--- config.mk ---
export PLATFORM = sky130hd
export DESIGN_NAME = spi_frame_sequencer
export DESIGN_NICKNAME = d
export VERILOG_FILES = /design/src/rtl/pluto_spi_pkg.sv /design/src/rtl/spi_tx_mux.sv /design/src/rtl/spi_frame_sequencer.sv
export SDC_FILE = /design/constraint.sdc
export NUM_CORES = 1
export LEC_CHECK = 0
export CORE_ASPECT_RATIO = 1.75
export CORE_MARGIN = 2
export CORE_UTILIZATION = 37
export CTS_BUF_LIST = sky130_fd_sc_hd__clkbuf_2 sky130_fd_sc_hd__clkbuf_4 sky130_fd_sc_hd__clkbuf_8
export DETAILED_ROUTE_END_ITERATION = 10
export SLEW_MARGIN = 20
export SYNTH_ARGS = -nofsm -noshare
export SYNTH_HDL_FRONTEND = slang
export SYNTH_SLANG_ARGS = --single-unit
--- constraint.sdc ---
create_clock -name clk -period 3.17 [get_ports clk]
set_input_delay 0.634 -clock clk [delete_from_list [all_inputs] [get_ports clk]]
set_output_delay 0.634 -clock clk [all_outputs]
set_load 0.03 [all_outputs]
--- src/rtl/pluto_spi_pkg.sv ---
// Shared constants and state encoding for the pluto SPI frame sequencer.
package pluto_spi_pkg;

  localparam int unsigned FRAME_LEN    = 20;

  // Byte indices within a frame
  localparam int unsigned IDX_VEL0     = 0;
  localparam int unsigned IDX_VEL1     = 2;
  localparam int unsigned IDX_VEL2     = 4;
  localparam int unsigned IDX_VEL3     = 6;
  localparam int unsigned IDX_DOUT_LO  = 8;
  localparam int unsigned IDX_DOUT_HI  = 9;
  localparam int unsigned IDX_TIMING   = 10;
  localparam int unsigned IDX_TAP      = 11;
  localparam int unsigned IDX_DIN      = 16;
  localparam int unsigned IDX_STATUS   = 18;
  localparam int unsigned IDX_GOODCNT  = 19;

  // Bit positions inside control/status bytes
  localparam int unsigned WDT_EN_BIT   = 6;
  localparam int unsigned SPOL_BIT     = 7;
  localparam int unsigned TAP_LSB      = 6;
  localparam int unsigned STAT_ERR_BIT = 7;

  localparam int unsigned ERR_CNT_W    = 5;
  localparam int unsigned GOOD_CNT_W   = 8;

  typedef enum logic [1:0] {
    IDLE   = 2'd0,
    RECV   = 2'd1,
    COMMIT = 2'd2
  } state_t;

endpackage

--- src/rtl/spi_tx_mux.sv ---
// Frame-start snapshot of positions/inputs and index-to-byte readback mux.
module spi_tx_mux #(
  parameter int unsigned PW        = 21,
  parameter int unsigned IW        = 5,
  parameter int unsigned FRAME_LEN = 20
) (
  input  logic          clk,
  input  logic          nRESET,
  input  logic          snap_en,
  input  logic [PW-1:0] pos [4],
  input  logic [15:0]   din,
  input  logic [IW-1:0] idx,
  input  logic          frame_err,
  input  logic [4:0]    err_cnt,
  input  logic [7:0]    good_cnt,
  output logic [7:0]    tx_byte
);
  import pluto_spi_pkg::*;

  logic [PW-1:0] snap_pos [4];
  logic [15:0]   snap_din;
  logic [PW-1:0] pos_sel_c;
  logic [15:0]   din_sel_c;
  logic [31:0]   word_c;
  logic [7:0]    byte_c;

  // Capture positions and inputs on the frame-start edge
  always_ff @(posedge clk or negedge nRESET) begin
    if (!nRESET) begin
      for (int k = 0; k < 4; k++) snap_pos[k] <= '0;
      snap_din <= '0;
    end else if (snap_en) begin
      for (int k = 0; k < 4; k++) snap_pos[k] <= pos[k];
      snap_din <= din;
    end
  end

  // Select the byte for idx; at frame start read straight from the inputs being captured
  always_comb begin
    pos_sel_c = snap_en ? pos[idx[3:2]] : snap_pos[idx[3:2]];
    din_sel_c = snap_en ? din : snap_din;
    word_c    = 32'(pos_sel_c);
    byte_c    = 8'h00;
    if (32'(idx) >= FRAME_LEN) begin
      byte_c = 8'h00;
    end else if (32'(idx) < IDX_DIN) begin
      byte_c = 8'(word_c >> {idx[1:0], 3'b000});
    end else begin
      case (32'(idx))
        IDX_DIN:     byte_c = din_sel_c[7:0];
        IDX_DIN + 1: byte_c = din_sel_c[15:8];
        IDX_STATUS:  byte_c = {frame_err, 2'b00, err_cnt};
        IDX_GOODCNT: byte_c = good_cnt;
        default:     byte_c = 8'h00;
      endcase
    end
  end

  // Registered readback byte
  always_ff @(posedge clk or negedge nRESET) begin
    if (!nRESET) tx_byte <= 8'h00;
    else         tx_byte <= byte_c;
  end

endmodule

--- src/rtl/spi_frame_sequencer.sv ---
// Frame-level SPI controller: shadow decode, atomic commit, snapshot readback, watchdog gating.
module spi_frame_sequencer #(
  parameter int unsigned W         = 10,
  parameter int unsigned F         = 11,
  parameter int unsigned T         = 4,
  parameter int unsigned FRAME_LEN = pluto_spi_pkg::FRAME_LEN
) (
  input  logic           clk,
  input  logic           nRESET,
  input  logic           frame_start,
  input  logic           frame_end,
  input  logic           byte_valid,
  input  logic [7:0]     rx_byte,
  output logic [7:0]     tx_byte,
  input  logic [W+F-1:0] pos0,
  input  logic [W+F-1:0] pos1,
  input  logic [W+F-1:0] pos2,
  input  logic [W+F-1:0] pos3,
  input  logic [15:0]    din,
  output logic [F:0]     vel0,
  output logic [F:0]     vel1,
  output logic [F:0]     vel2,
  output logic [F:0]     vel3,
  output logic [9:0]     dout,
  output logic [T-1:0]   dirtime,
  output logic [T-1:0]   steptime,
  output logic [1:0]     tap,
  output logic           spolarity,
  output logic           wdt_kick,
  output logic           frame_err
);
  import pluto_spi_pkg::*;

  localparam int unsigned PW = W + F;
  localparam int unsigned VW = F + 1;
  localparam int unsigned IW = $clog2(FRAME_LEN + 1);

  state_t          state, state_next;
  logic [IW-1:0]   idx, idx_next_c;
  logic            overrun, overrun_next_c;
  logic            start_c, commit_c, error_c, wr_c, good_c;
  logic [VW-1:0]   vel_sh [4];
  logic [9:0]      dout_sh;
  logic            wdt_en_sh, spol_sh;
  logic [T-1:0]    dirtime_sh, steptime_sh;
  logic [1:0]      tap_sh;
  logic [ERR_CNT_W-1:0]  err_cnt;
  logic [GOOD_CNT_W-1:0] good_cnt;
  logic [PW-1:0]   pos_arr [4];

  assign pos_arr[0] = pos0;
  assign pos_arr[1] = pos1;
  assign pos_arr[2] = pos2;
  assign pos_arr[3] = pos3;

  assign good_c = (idx == IW'(FRAME_LEN)) && !overrun;
  assign wr_c   = (state == RECV) && byte_valid && !frame_start && !frame_end;

  // State register
  always_ff @(posedge clk or negedge nRESET) begin
    if (!nRESET) state <= IDLE;
    else         state <= state_next;
  end

  // Next state and frame events; frame_end is resolved before a coincident frame_start
  always_comb begin
    state_next = state;
    start_c    = 1'b0;
    commit_c   = 1'b0;
    error_c    = 1'b0;
    case (state)
      IDLE: begin
        if (frame_start) begin
          start_c    = 1'b1;
          state_next = RECV;
        end
      end
      RECV: begin
        if (frame_end) begin
          if (good_c) begin
            commit_c   = 1'b1;
            state_next = COMMIT;
          end else begin
            error_c    = 1'b1;
            state_next = IDLE;
          end
          if (frame_start) begin
            start_c    = 1'b1;
            state_next = RECV;
          end
        end else if (frame_start) begin
          error_c = 1'b1;
          start_c = 1'b1;
        end
      end
      COMMIT: begin
        state_next = IDLE;
        if (frame_start) begin
          start_c    = 1'b1;
          state_next = RECV;
        end
      end
      default: state_next = IDLE;
    endcase
  end

  // Byte index and overrun tracking
  always_comb begin
    idx_next_c     = idx;
    overrun_next_c = overrun;
    if (start_c) begin
      idx_next_c     = '0;
      overrun_next_c = 1'b0;
    end else if (wr_c) begin
      if (idx < IW'(FRAME_LEN)) idx_next_c     = idx + 1'b1;
      else                      overrun_next_c = 1'b1;
    end
  end

  // Index registers
  always_ff @(posedge clk or negedge nRESET) begin
    if (!nRESET) begin
      idx     <= '0;
      overrun <= 1'b0;
    end else begin
      idx     <= idx_next_c;
      overrun <= overrun_next_c;
    end
  end

  // Shadow register decode; shadows persist across frames
  always_ff @(posedge clk or negedge nRESET) begin
    if (!nRESET) begin
      for (int k = 0; k < 4; k++) vel_sh[k] <= '0;
      dout_sh     <= '0;
      wdt_en_sh   <= 1'b0;
      spol_sh     <= 1'b0;
      dirtime_sh  <= '0;
      steptime_sh <= '0;
      tap_sh      <= '0;
    end else if (wr_c && (idx < IW'(FRAME_LEN))) begin
      if (32'(idx) < IDX_DOUT_LO) begin
        if (idx[0]) vel_sh[idx[2:1]][VW-1:8] <= rx_byte[VW-9:0];
        else        vel_sh[idx[2:1]][7:0]    <= rx_byte;
      end else begin
        case (32'(idx))
          IDX_DOUT_LO: dout_sh[7:0] <= rx_byte;
          IDX_DOUT_HI: begin
            dout_sh[9:8] <= rx_byte[1:0];
            wdt_en_sh    <= rx_byte[WDT_EN_BIT];
          end
          IDX_TIMING: begin
            spol_sh    <= rx_byte[SPOL_BIT];
            dirtime_sh <= rx_byte[T-1:0];
          end
          IDX_TAP: begin
            tap_sh      <= rx_byte[TAP_LSB +: 2];
            steptime_sh <= rx_byte[T-1:0];
          end
          default: ;
        endcase
      end
    end
  end

  // Atomic commit of live outputs, frame counters and watchdog kick
  always_ff @(posedge clk or negedge nRESET) begin
    if (!nRESET) begin
      vel0      <= '0;
      vel1      <= '0;
      vel2      <= '0;
      vel3      <= '0;
      dout      <= '0;
      dirtime   <= '0;
      steptime  <= '0;
      tap       <= '0;
      spolarity <= 1'b0;
      wdt_kick  <= 1'b0;
      frame_err <= 1'b0;
      err_cnt   <= '0;
      good_cnt  <= '0;
    end else begin
      wdt_kick <= commit_c & wdt_en_sh;
      if (commit_c) begin
        vel0      <= vel_sh[0];
        vel1      <= vel_sh[1];
        vel2      <= vel_sh[2];
        vel3      <= vel_sh[3];
        dout      <= dout_sh;
        dirtime   <= dirtime_sh;
        steptime  <= steptime_sh;
        tap       <= tap_sh;
        spolarity <= spol_sh;
        good_cnt  <= good_cnt + 1'b1;
        frame_err <= 1'b0;
      end else if (error_c) begin
        frame_err <= 1'b1;
        if (err_cnt != '1) err_cnt <= err_cnt + 1'b1;
      end
    end
  end

  spi_tx_mux #(
    .PW        (PW),
    .IW        (IW),
    .FRAME_LEN (FRAME_LEN)
  ) u_tx_mux (
    .clk       (clk),
    .nRESET    (nRESET),
    .snap_en   (start_c),
    .pos       (pos_arr),
    .din       (din),
    .idx       (idx_next_c),
    .frame_err (frame_err),
    .err_cnt   (err_cnt),
    .good_cnt  (good_cnt),
    .tx_byte   (tx_byte)
  );

endmodule

-- Word-level counts from Yosys, hierarchy flattened
Cells that the tools add are included.
- bits in registers: 270
- bits in latches: 0
- RAM bits: 0
- bits in read-only memories: 0
- input port bits: 113
- output and inout bits: 79
- logic and storage cells: 125
- memories kept: 0
- add/sub/neg operators: 3
- multiply operators: 0
- div/mod/pow operators: 0
- magnitude comparators: 7
- eq/ne operators: 15
- shifts and indexed selects: 1
- muxes and demuxes: 40
- bitwise gates (word level): 5
- reduce and logical (&&, ||, !) cells: 21
- operators by type and width (operator ; count):
    21-bit 2-to-1 mux ; 5
    48-bit bitwise mux ; 2
    21-bit binary-select mux with 2-bit select ; 2
    12-bit demux with 2-bit select ; 2
    48-bit 2-to-1 mux ; 1
    8-bit case mux with 4 select lines ; 1
    5-bit equality test (second input constant) ; 5
    8-bit 2-to-1 mux ; 3
    21-bit by 5-bit >> shifter with 8-bit output ; 1
    5-bit by 4-bit equality test with 1-bit output (second input constant) ; 4
    16-bit 2-to-1 mux ; 1
    5-bit 2-to-1 mux ; 3
    3-bit AND reduction ; 5
    1-bit 2-to-1 mux ; 14
    12-bit 2-to-1 mux ; 1
    5-bit by 1-bit adder with 5-bit output (second input constant) ; 2
    5-bit less-than comparator (second input constant) ; 2
    8-bit by 1-bit adder with 8-bit output (second input constant) ; 1
    2-bit 2-to-1 mux ; 4
    3-bit greater-or-equal comparator (second input constant) ; 2
    1-bit logical AND ; 6
    2-bit inverter with 3-bit output ; 2
    2-bit case mux with 3 select lines ; 1
    2-bit AND reduction ; 3
    other kinds (14) ; 19

-- Depth between registers and ports, before layout
- depth after elaboration: 14
- depth in mapped cells: 10

-- Modules after synthesis
From an unflattened synthesis, not the netlist that was laid out.
- cells, all modules: 818
- area total of the unflattened synthesis: 12082.8 sq um
- by module, submodules not included (module ; instances ; cells each ; area each (sq um) ; seq. area each (sq um)):
    spi_frame_sequencer ; 1 ; 418 ; 6381.1 ; 4053.9
    spi_tx_mux ; 1 ; 400 ; 5701.7 ; 2702.6

-- Worst setup path after synthesis
Ideal clock, no wire load.
- path kind: input to register
- start: in frame_start
- end: reg u_tx_mux.tx_byte[7]
- data arrival time: 2803 ps
- data required time: 3035 ps
- setup slack: 233 ps
- stages: 7
- buffers on the path: 0
- path through: nor3b_2 > nand4_1 > xor2_2 > mux4_1 > or3b_1 > o211ai_1 > o211ai_1
- word-level cells in the longest chain between the ends: 13
- elaborated cells on any way between the ends: 26
- ends and longest elaborated chain (item ; line ; text):
    from (decl) ; spi_frame_sequencer.sv:10 ; input logic frame_start,
    1-bit zero test ; spi_frame_sequencer.sv:57 ; assign wr_c = (state == RECV) && byte_valid && !frame_start && !frame_end;
    1-bit logical AND (2 in series) ; spi_frame_sequencer.sv:57 ;
    5-bit 2-to-1 mux ; spi_frame_sequencer.sv:114 ; end else if (wr_c) begin
    5-bit 2-to-1 mux ; spi_frame_sequencer.sv:111 ; if (start_c) begin
    2-bit inverter with 3-bit output (implied by the code) ; spi_tx_mux.sv:40 ; pos_sel_c = snap_en ? pos[idx[3:2]] : snap_pos[idx[3:2]];
    21-bit binary-select mux with 2-bit select ; spi_tx_mux.sv:40 ;
    21-bit 2-to-1 mux (implied by the code) (2 in series) ; spi_tx_mux.sv:40 ;
    21-bit 2-to-1 mux ; spi_tx_mux.sv:40 ;
    21-bit by 5-bit >> shifter with 8-bit output ; spi_tx_mux.sv:47 ; byte_c = 8'(word_c >> {idx[1:0], 3'b000});
    8-bit 2-to-1 mux ; spi_tx_mux.sv:46 ; end else if (32'(idx) < IDX_DIN) begin
    8-bit 2-to-1 mux (*) ; spi_tx_mux.sv:44 ; if (32'(idx) >= FRAME_LEN) begin
    named net u_tx_mux.byte_c[7] ; spi_tx_mux.sv:25 ; logic [7:0] byte_c;
    to (signal assigned) ; spi_tx_mux.sv:62 ; else tx_byte <= byte_c;
    to (decl) ; spi_tx_mux.sv:16 ; output logic [7:0] tx_byte
The timed path passes the listed nets; every way through them passes the cells marked *. The select of a mux whose other input is x is not followed.
A chain may end at the register's enable or synchronous reset.

-- Worst setup path in the final report
- start: reg idx[0]
- end: reg u_tx_mux.tx_byte[0]
- word-level cells in the longest chain between the ends: 12
- elaborated cells on any way between the ends: 23
- ends and longest elaborated chain (item ; line ; text):
    from (decl) ; spi_frame_sequencer.sv:39 ; logic [IW-1:0] idx, idx_next_c;
    from (signal assigned) ; spi_frame_sequencer.sv:126 ; idx <= idx_next_c;
    5-bit by 1-bit adder with 5-bit output / 5-bit less-than comparator (equally long branches) ; spi_frame_sequencer.sv:115 ; if (idx < IW'(FRAME_LEN)) idx_next_c = idx + 1'b1;
    5-bit 2-to-1 mux ; spi_frame_sequencer.sv:115 ;
    5-bit 2-to-1 mux (*) ; spi_frame_sequencer.sv:114 ;
    5-bit 2-to-1 mux (*) ; spi_frame_sequencer.sv:111 ;
    2-bit inverter with 3-bit output (implied by the code) ; spi_tx_mux.sv:40 ;
    21-bit binary-select mux with 2-bit select ; spi_tx_mux.sv:40 ;
    21-bit 2-to-1 mux (implied by the code) (2 in series) ; spi_tx_mux.sv:40 ;
    21-bit 2-to-1 mux ; spi_tx_mux.sv:40 ;
    21-bit by 5-bit >> shifter with 8-bit output ; spi_tx_mux.sv:47 ;
    8-bit 2-to-1 mux ; spi_tx_mux.sv:46 ;
    8-bit 2-to-1 mux (*) ; spi_tx_mux.sv:44 ;
    named net u_tx_mux.byte_c[0] ; spi_tx_mux.sv:25 ;
Marked as above.

==> results.txt <==
total power divided by cell area = 504 nW/um2
Worst-Margin Slew = 699 ps
most common cell in the netlist = nand2_1
Sw Share = 24.7%
Yosys top cell by area = dfrtp_1
# IOs = 192
DRT Wirelength = 29200 um
Syn Area/Cell = 11.4 um2
Max Buffers Root-to-Sink = 3
most frequent cells after synthesis = nand2_1, dfrtp_1, mux2_2
Syn Nets = 1120
startpoint type of the worst setup path = register
post-route ant nets = 0
root buf cell = clkbuf_8
IO Port Bufs = 191
data required time of the worst path = 3640 ps
Multi-input gate area = 4410 um2
Syn Std Cell Area = 11400 um2
Synth Register Bits = 270
minimum clock period = 2950 ps
post_cts resized = 0
RSZ-0062 raised after global routing = no
Internal Power = 5.69 mW
Fill cells = 2839
Chip Width = 137 um
Peak VDD IR = 295 uV
Netlist cell types = 55
max-slew violations = 0
fraction of registers with async set/reset = 100%
routed vias = 8071
initial antenna violation count = 1
Inserted Clock Buffers = 41
row count = 85
status = complete, no violations
worst skew pair latency = 570 ps
Crit Path Class = reg2reg
fin crit share = 93.2%
Design Area, Final = 15000 um2
Routed WL per cell = 17.6 um
Final nets = 1360
Synth Flop Type = dfrtp_1
Final Hold Violating Endpoints = 0
Worst setup EP type = register
DRT iter0 DRCs = 330
Vias per Instance = 4.86
Placer Congestion = 0.858
post-synthesis sequential area ratio = 59.3%
CTS HTree Levels = 2
Initial Util = 37.3%
# DRC = 0
clk slew on worst S/H paths = 70 ps
die area = 32300 um2
Detailed Place HPWL = 21200 um
Clock power frac = 40.2%
Overflow after GRT = 0
die height = 236 um
Fmax = 338 MHz
Post-CTS Setup Inserts = 0
CTS Hold Buffers Added = 1
Sequential Power Share = 50.1%
MaxCap Viol Count = 0
Lkg Pwr = 7.42 nW
share of the synthesized area in the top cell type = 59.3%
CTS sink cnt = 270
cells after synthesis = 1000
first-pass GRT wire length = 46200 um
drt pass-1 iters = 4
Area Growth Syn to Fin = 31.5%
share of cells above drive strength 1 = 21.9%
NetSw = 1.86 mW
Yosys warning count = 0
Slew HR = 53.2%
Worst Hold Class = reg2reg
CTS tree = built
register area = 6760 um2
largest net degree at the start of global routing = 110
CP max FO = 8
Comb power frac = 9.7%
vias in the first global route = 8543
WP data arrival = 3430 ps
flop-to-flop setup slack = 220 ps
gr usage total = 18.7%
Post-synth EDFFs = 0
setup_tns = 0 ps
Fin Clk Skew = 28.6 ps
Worst Hold Margin = 468 ps
total core area = 30500 um2
Layout Utilization = 49.1%
Area contributors post-synth = dfrtp_1, mux2_2, nand2_1, mux2i_1, clkbuf_1
Placement Cell Area = 14100 um2
Final Total Pwr = 7.56 mW
Final Setup Violations = 0
==> power groups by stage <==
stage / registers [mW] / logic, mW / clock network [mW]
floorplan: 3.81 / 0.340 / 0
global placement: 3.84 / 0.735 / 0
detailed placement: 3.84 / 0.746 / 0
CTS: 3.78 / 0.750 / 3.16
global route: 3.80 / 0.825 / 3.29
finish: 3.78 / 0.734 / 3.04
==> worst max-delay path, cell delays in order (launching register included) <==
cell and delay [ps]:
dfrtp_1 520, clkinv_1 310, ha_1 400, nor4_1 450, a21oi_1 310, nand2b_1 270, buf_4 170, o22ai_1 200
nor2_1 70, a21oi_1 150
==> cell type report <==
cell class	count	share of cell area [%]
diodes	1	0.0167
well taps	391	3.27
flip-flops and latches	270	45.1
inverters	10	0.251
multi-input cells	672	29.5
clock buffers	59	5.00
clock inverters	11	0.785
repair buffers	245	16.1
==> kinds of logic (layout without fill, tap and decap cells) <==
group	Yosys count	after routing	synth area share, %
and+or+nand+nor	392	392	14.2
buffers and inverters	58	325	2.12
AOI/OAI and AO/OA	71	71	4.22
adders and majority gates	7	7	0.769
other	0	1	0
DFF	270	270	59.3
xor gates and xnor gates	12	12	0.989
muxes	190	190	18.4
==> placed cells by master, fill, tap and decap left out, types with 2 or more instances in the layout <==
cell / n
nand2_1: 328
dfrtp_1: 270
clkdlybuf4s50_1: 190
mux2_2: 142
clkbuf_8: 49
mux2i_1: 47
buf_4: 46
nor2_1: 19
a21oi_1: 13
o22ai_1: 13
clkbuf_4: 10
inv_1: 8
xnor2_1: 8
o21ai_0: 7
a31oi_1: 7
a22oi_1: 7
ha_1: 7
buf_12: 7
nand4_1: 6
nor2b_1: 5
nand3_1: 5
clkinv_2: 5
a2bb2oi_1: 4
o2bb2ai_1: 4
nand2b_1: 3
and3_1: 3
or3_1: 3
nor4_1: 3
o211ai_1: 3
nor3_1: 3
xor2_1: 3
nor3b_2: 2
nand4b_1: 2
o31ai_1: 2
a311oi_1: 2
clkinvlp_4: 2
inv_6: 2
bufinv_16: 2
==> metrics by stage <==
stage	setup WS, ps	instances
after floorplan	233	1000
after global placement	-59.4	1587
after detailed placement	-126	1587
after CTS	292	1658
after global routing	48.7	1659
final	216	1659
==> state kept, by name, indices dropped and copies added (netlist names), 5 cells and up <==
| name | flops |
|---|---|
| err_cnt | 5 |
| dout | 10 |
| good_cnt | 8 |
| vel2 | 12 |
| vel3 | 12 |
| vel_sh | 48 |
| vel1 | 12 |
| u_tx_mux.snap_pos | 84 |
| idx | 5 |
| vel0 | 12 |
| dout_sh | 10 |
| u_tx_mux.tx_byte | 8 |
| u_tx_mux.snap_din | 16 |
==> per-layer routing <==
| metal | up-vias | track usage (%) | wire length [um] |
|---|---|---|---|
| met5 | - | 0 | 0 |
| met4 | 0 | 7.83 | 994 |
| met1 | 3945 | 20.7 | 11200 |
| li1 | 3864 | - | - |
| met3 | 54 | 2.56 | 1010 |
| met2 | 208 | 34.8 | 16000 |
==> worst paths after layout <==
check / startpoint / endpoint / cells past startpoint
setup / recovery: idx[0] / u_tx_mux.tx_byte[0] / 9
hold / removal: u_tx_mux.snap_pos[70] / u_tx_mux.snap_pos[70] / 2
setup reg to reg: idx[0] / u_tx_mux.tx_byte[0] / 9
hold reg to reg: u_tx_mux.snap_pos[70] / u_tx_mux.snap_pos[70] / 2
max in group asynchronous: nRESET / err_cnt[4] / 3
min in group asynchronous: nRESET / u_tx_mux.snap_pos[54] / 2
Power figures use the tool's default switching activity.
